$ cat config.mk
export PLATFORM = sky130hd
export DESIGN_NAME = fetch_pc_unit
export DESIGN_NICKNAME = d
export VERILOG_FILES = /design/src/rtl/fetch_pkg.sv /design/src/rtl/fetch_skid_buf.sv /design/src/rtl/fetch_pc_unit.sv
export SDC_FILE = /design/constraint.sdc
export NUM_CORES = 1
export LEC_CHECK = 0
export CORE_MARGIN = 2
export CORE_UTILIZATION = 40
export DETAILED_ROUTE_END_ITERATION = 12
export PLACE_DENSITY_LB_ADDON = 0.12
export SETUP_SLACK_MARGIN = 0.15
export SYNTH_ARGS = -nofsm -noshare
export SYNTH_HDL_FRONTEND = slang
export SYNTH_SLANG_ARGS = --single-unit
$ cat constraint.sdc
create_clock -name clk -period 2.6 [get_ports clk]
set_input_delay 0.26 -clock clk [delete_from_list [all_inputs] [get_ports clk]]
set_output_delay 0.26 -clock clk [all_outputs]
set_load 0.01 [all_outputs]
$ cat src/rtl/fetch_pkg.sv
// rtl/fetch_pkg.sv - shared types and constants for the fetch-stage PC unit
package fetch_pkg;

    typedef enum logic [1:0] {
        ST_FETCH  = 2'd0,
        ST_HOLD   = 2'd1,
        ST_HALTED = 2'd2
    } fetch_state_t;

    localparam logic [15:0] NOP_INST_DEF = 16'h0800;
    localparam logic [4:0]  HALT_OP_DEF  = 5'b00000;
    localparam int          OPC_MSB      = 15;
    localparam int          OPC_LSB      = 11;

    function automatic logic is_halt(input logic [15:0] inst, input logic [4:0] halt_op);
        return inst[OPC_MSB:OPC_LSB] == halt_op;
    endfunction

endpackage

$ cat src/rtl/fetch_skid_buf.sv
// rtl/fetch_skid_buf.sv - one-entry {inst, pc2} holding buffer for stalled fetches
module fetch_skid_buf (
    input  logic        clk,
    input  logic        rst_n,
    input  logic        load,
    input  logic        drain,
    input  logic        flush,
    input  logic [15:0] load_inst,
    input  logic [15:0] load_pc2,
    output logic        buf_valid,
    output logic [15:0] buf_inst,
    output logic [15:0] buf_pc2
);

    always_ff @(posedge clk or negedge rst_n) begin
        if (!rst_n) begin
            buf_valid <= 1'b0;
            buf_inst  <= 16'h0000;
            buf_pc2   <= 16'h0000;
        end else if (flush || drain) begin
            buf_valid <= 1'b0;
        end else if (load) begin
            buf_valid <= 1'b1;
            buf_inst  <= load_inst;
            buf_pc2   <= load_pc2;
        end
    end

endmodule

$ cat src/rtl/fetch_pc_unit.sv
// rtl/fetch_pc_unit.sv - fetch PC register and IF/ID register; FETCH_PERF_EN adds perf counters
module fetch_pc_unit
    import fetch_pkg::*;
#(
    parameter logic [15:0] RESET_PC = 16'h0000,
    parameter logic [15:0] NOP_INST = NOP_INST_DEF,
    parameter logic [4:0]  HALT_OP  = HALT_OP_DEF
) (
    input  logic        clk,
    input  logic        rst_n,
    input  logic        PC_Sel,
    input  logic [15:0] PC_Ex,
    input  logic        Stall,
    input  logic        Mem_Ready,
    input  logic [15:0] Mem_Inst,
    output logic        Mem_Req,
    output logic [15:0] Mem_Addr,
    output logic [15:0] IF_ID_Inst,
    output logic [15:0] IF_ID_PC2,
    output logic        IF_ID_Valid,
`ifdef FETCH_PERF_EN
    output logic [15:0] Perf_Fetched,
    output logic [15:0] Perf_Redirects,
`endif
    output logic        Halted
);

    fetch_state_t state;
    logic [15:0]  pc;
    logic [15:0]  pc_inc;
    logic         pending;
    logic [15:0]  pend_target;
    logic         redirect;
    logic         accept_new;
    logic         buf_load;
    logic         buf_drain;
    logic         buf_flush;
    logic         buf_valid;
    logic [15:0]  buf_inst;
    logic [15:0]  buf_pc2;

    assign redirect = PC_Sel & ~Stall;
    assign pc_inc   = pc + 16'd2;
    assign Mem_Req  = (state == ST_FETCH);
    assign Mem_Addr = pc;

    // A returning fetch is usable only if no redirect is live or queued behind it.
    assign accept_new = (state == ST_FETCH) & Mem_Ready & ~redirect & ~pending;
    assign buf_load   = accept_new & Stall;
    assign buf_drain  = (state == ST_HOLD) & ~redirect & ~Stall & buf_valid;
    assign buf_flush  = (state == ST_HOLD) & redirect;

    fetch_skid_buf u_skid (
        .clk       (clk),
        .rst_n     (rst_n),
        .load      (buf_load),
        .drain     (buf_drain),
        .flush     (buf_flush),
        .load_inst (Mem_Inst),
        .load_pc2  (pc_inc),
        .buf_valid (buf_valid),
        .buf_inst  (buf_inst),
        .buf_pc2   (buf_pc2)
    );

    always_ff @(posedge clk or negedge rst_n) begin
        if (!rst_n) begin
            state       <= ST_FETCH;
            pc          <= RESET_PC;
            pending     <= 1'b0;
            pend_target <= 16'h0000;
            IF_ID_Inst  <= NOP_INST;
            IF_ID_PC2   <= 16'h0000;
            IF_ID_Valid <= 1'b0;
            Halted      <= 1'b0;
        end else begin
            case (state)
                ST_FETCH: begin
                    if (Mem_Ready) begin
                        if (redirect || pending) begin
                            pc      <= redirect ? PC_Ex : pend_target;
                            pending <= 1'b0;
                            if (redirect) begin
                                IF_ID_Inst  <= NOP_INST;
                                IF_ID_Valid <= 1'b0;
                            end
                        end else if (Stall) begin
                            pc    <= pc_inc;
                            state <= ST_HOLD;
                        end else begin
                            IF_ID_Inst  <= Mem_Inst;
                            IF_ID_PC2   <= pc_inc;
                            IF_ID_Valid <= 1'b1;
                            pc          <= pc_inc;
                            if (is_halt(Mem_Inst, HALT_OP)) begin
                                state  <= ST_HALTED;
                                Halted <= 1'b1;
                            end
                        end
                    end else if (redirect) begin
                        pending     <= 1'b1;
                        pend_target <= PC_Ex;
                        IF_ID_Inst  <= NOP_INST;
                        IF_ID_Valid <= 1'b0;
                    end else if (!Stall) begin
                        IF_ID_Inst  <= NOP_INST;
                        IF_ID_Valid <= 1'b0;
                    end
                end
                ST_HOLD: begin
                    if (redirect) begin
                        pc          <= PC_Ex;
                        IF_ID_Inst  <= NOP_INST;
                        IF_ID_Valid <= 1'b0;
                        state       <= ST_FETCH;
                    end else if (!Stall) begin
                        IF_ID_Inst  <= buf_inst;
                        IF_ID_PC2   <= buf_pc2;
                        IF_ID_Valid <= 1'b1;
                        if (is_halt(buf_inst, HALT_OP)) begin
                            state  <= ST_HALTED;
                            Halted <= 1'b1;
                        end else begin
                            state <= ST_FETCH;
                        end
                    end
                end
                ST_HALTED: begin
                    if (redirect) begin
                        pc          <= PC_Ex;
                        IF_ID_Inst  <= NOP_INST;
                        IF_ID_Valid <= 1'b0;
                        state       <= ST_FETCH;
                        Halted      <= 1'b0;
                    end else if (!Stall) begin
                        IF_ID_Inst  <= NOP_INST;
                        IF_ID_Valid <= 1'b0;
                    end
                end
                default: begin
                    state  <= ST_FETCH;
                    Halted <= 1'b0;
                end
            endcase
        end
    end

`ifdef FETCH_PERF_EN
    always_ff @(posedge clk or negedge rst_n) begin
        if (!rst_n) begin
            Perf_Fetched   <= 16'h0000;
            Perf_Redirects <= 16'h0000;
        end else begin
            if (((accept_new & ~Stall) | buf_drain) && Perf_Fetched != 16'hFFFF)
                Perf_Fetched <= Perf_Fetched + 16'd1;
            if (redirect && Perf_Redirects != 16'hFFFF)
                Perf_Redirects <= Perf_Redirects + 16'd1;
        end
    end
`endif

endmodule
==> run metrics <==
IO Port Bufs 87; Post-Syn Area 4920 sq um; Post-Route Setup TNS 0 ns; Peak VDD IR 0.488 mV; gr usage total 0.190; initial cell density of the core 0.409; Final Hold Fails 0; Final period util 0.897; Slew HR 0.531; endpoint class of the critical path flip-flop; R2R setup slack 0.27 ns; class of the worst hold path in -> async; worst-path cell chain inv_1 -> ha_1 -> mux2_2 -> nand2_1 -> o21bai_1 -> o2bb2ai_1; Worst setup SP type flip-flop; largest net degree at the start of global routing 47; Post-Route WL 12100 um; CP max-delay cell mux2_2; RSZ-0062 raised after global routing no; fin crit period 2.33 ns; die footprint 13200 sq um; initial antenna violation count 0; register area share after synthesis 0.514; routed vias/inst 5.54; CTS tree done; count of different cell masters after synthesis 55; Ys Warns 0; layout cell share with drive strength beyond 1 0.135; hpwl dp 8660 um; final instance area 6330 sq um; CTS Sinks 101; clk slew on worst S/H paths 0.07 ns; count of final setup violators 0; post-cts repair resize count 0; DRC viols 0; EDFF count, synth 0; WP data arrival 2.54 ns; Clk Tree Root Cell clkbuf_16; Final Slew Violations 0; post-synth top area cell dfrtp_1; Final Hold Slack 0.440 ns; first-pass GRT wire length 19800 um; status finished, final reports clean; chip height 115 um; Worst-Margin Slew 0.703 ns; post-synth net total 518; CP Max Fanout 16; remaining global-route overflow 0; Crit Path Class reg -> reg; slowest stage delay, CP 0.46 ns; Main synth FF type dfrtp_1; Avg WL per Cell 17.0 um; required time worst endpoint 2.81 ns; commonest non-fill, non-tap cell in the layout dfrtp_1; synth top area cells dfrtp_1 51%, mux2_2 8.0%, o21ai_0 4.9%; #FFs+latches synth 101; Via Count 3938; CTS Buf Count 9; IO Count 88; Nets 601; vias in the first global route 3816; GP Congestion 0.812; synth-to-layout area growth 28.7%; htree depth 3; Die W 115 um; Post-Place Cell Area 5990 sq um; 1st-iter DRT viols 238; fill cell total of the finished layout 1096; Final ANT Viol Nets 0; MaxCap Viol Count 0; First-pass DRT Iterations 5; Layout Skew 0.00926 ns; Pwr per Cell Area 1300 nW/um^2; f_max 429 MHz; Core ar. 12000 sq um; Max clock buf depth 2; Crit path max-delay family multiplexers; ant diodes 0; Clock Latency Late Sink 0.35 ns; Mean Syn Cell Area 10.3 sq um; postcts setup bufs 0; most frequent cells in the layout 100 x dfrtp_1, 86 x clkdlybuf4s50_1, 58 x nand2_1; buffer and inverter count on the worst path 1; share of the synthesized area in the top cell type 0.509; Post-Synthesis Cells 476; Async S/R FF share, synth 1.00; row count 40; Leak 2.62 nW; final worst slack 0.267 ns; pre-CTS setup slack 0.353 ns
-- repair_timing --
action | CTS | global route
hold endpoints to repair | 40 | 0
hold buffers | 1 | 0
setup endpoints to repair | 0 | 0
-- logic make-up (layout without fill, tap and decap cells) --
logic type | after synthesis | in the layout | synth area share
multiplexers | 42 | 42 | 0.0952
AND/OR/NAND/NOR | 130 | 130 | 0.125
XOR/XNOR | 12 | 12 | 0.0214
adder cells (fa/ha/maj) | 5 | 5 | 0.0127
buffers and inverters | 42 | 130 | 0.0361
flip-flops | 101 | 101 | 0.514
AO/OA/AOI/OAI | 144 | 144 | 0.196
-- per-layer routing --
layer / global-route usage / up-vias / share of wire
met5: 0 / - / 0
met4: 0.0498 / 0 / 0.0084
met3: 0.0327 / 9 / 0.041
met2: 0.285 / 103 / 0.45
met1: 0.286 / 1942 / 0.50
li1: - / 1884 / -
-- power by group --
| group | internal, mW | switching, mW |
|---|---|---|
| sequential | 2.35 | 0.587 |
| clock | 0.855 | 0.604 |
| combinational | 1.92 | 1.94 |
| total | 5.13 | 3.13 |
-- per-stage QoR --
step / std cells / utilization / power, mW
2_1_floorplan: 476 / - / 5.21
3_3_place_gp: 694 / 0.499 / 6.72
3_5_place_dp: 694 / 0.499 / 6.83
4_1_cts: 711 / 0.527 / 8.31
5_1_grt: 711 / 0.527 / 8.87
6_report: 711 / 0.527 / 8.25
-- Yosys cell counts, types with 4 or more instances --
library cell / count
dfrtp_1: 100
nand2_1: 58
o21ai_0: 48
mux2_2: 35
nor2_1: 23
clkbuf_1: 19
a21oi_1: 18
a22oi_1: 16
o2bb2ai_1: 16
buf_2: 12
inv_1: 9
o21bai_1: 9
xnor2_1: 9
nand3_1: 8
nor3_1: 8
nor2b_1: 7
a32o_1: 6
ha_1: 5
nand2b_1: 5
a22o_1: 4
a31oi_1: 4
and2_1: 4
mux2i_1: 4
o21ai_1: 4
-- state kept, by name, summed over array words and instances, names as in the netlist --
name	count
u_skid.buf_inst	16
Mem_Addr	16
Halted	1
state	2
IF_ID_PC2	16
u_skid.buf_pc2	16
pend_target	16
IF_ID_Inst	16
IF_ID_Valid	1
pending	1
-- area by class of cell --
class	instances	area [sq um]	share of cell area
Clock buffer	10	229	0.0362
Timing Repair Buffer	105	1040	0.165
Inverter	9	33.8	0.00534
Tap cell	147	184	0.0291
Sequential cell	101	2530	0.400
Multi-Input combinational cell	333	2210	0.350
Clock inverter	6	95.1	0.0150
-- path summary, 6_finish.rpt --
kind	from	end	depth (start not counted)
setup / recovery	state[0]	Mem_Addr[8]	6
hold / removal	rst_n	pend_target[6]	2
setup reg to reg	state[0]	Mem_Addr[8]	6
hold reg to reg	u_skid.buf_pc2[6]	u_skid.buf_pc2[6]	2
max in group asynchronous	rst_n	IF_ID_Inst[11]	3
min in group clk	u_skid.buf_pc2[6]	u_skid.buf_pc2[6]	2
-- worst register-to-register path, delay by kind of cell, from the launching register on --
kind            cells  cell delay [ns]
flops               1             0.43
simple gates        1             0.44
buf+inv             1             0.11
mux                 1             0.46
compound gates      2             0.45
fa+ha+maj           1             0.31
Note: power is estimated with default switching activity, not from simulation.
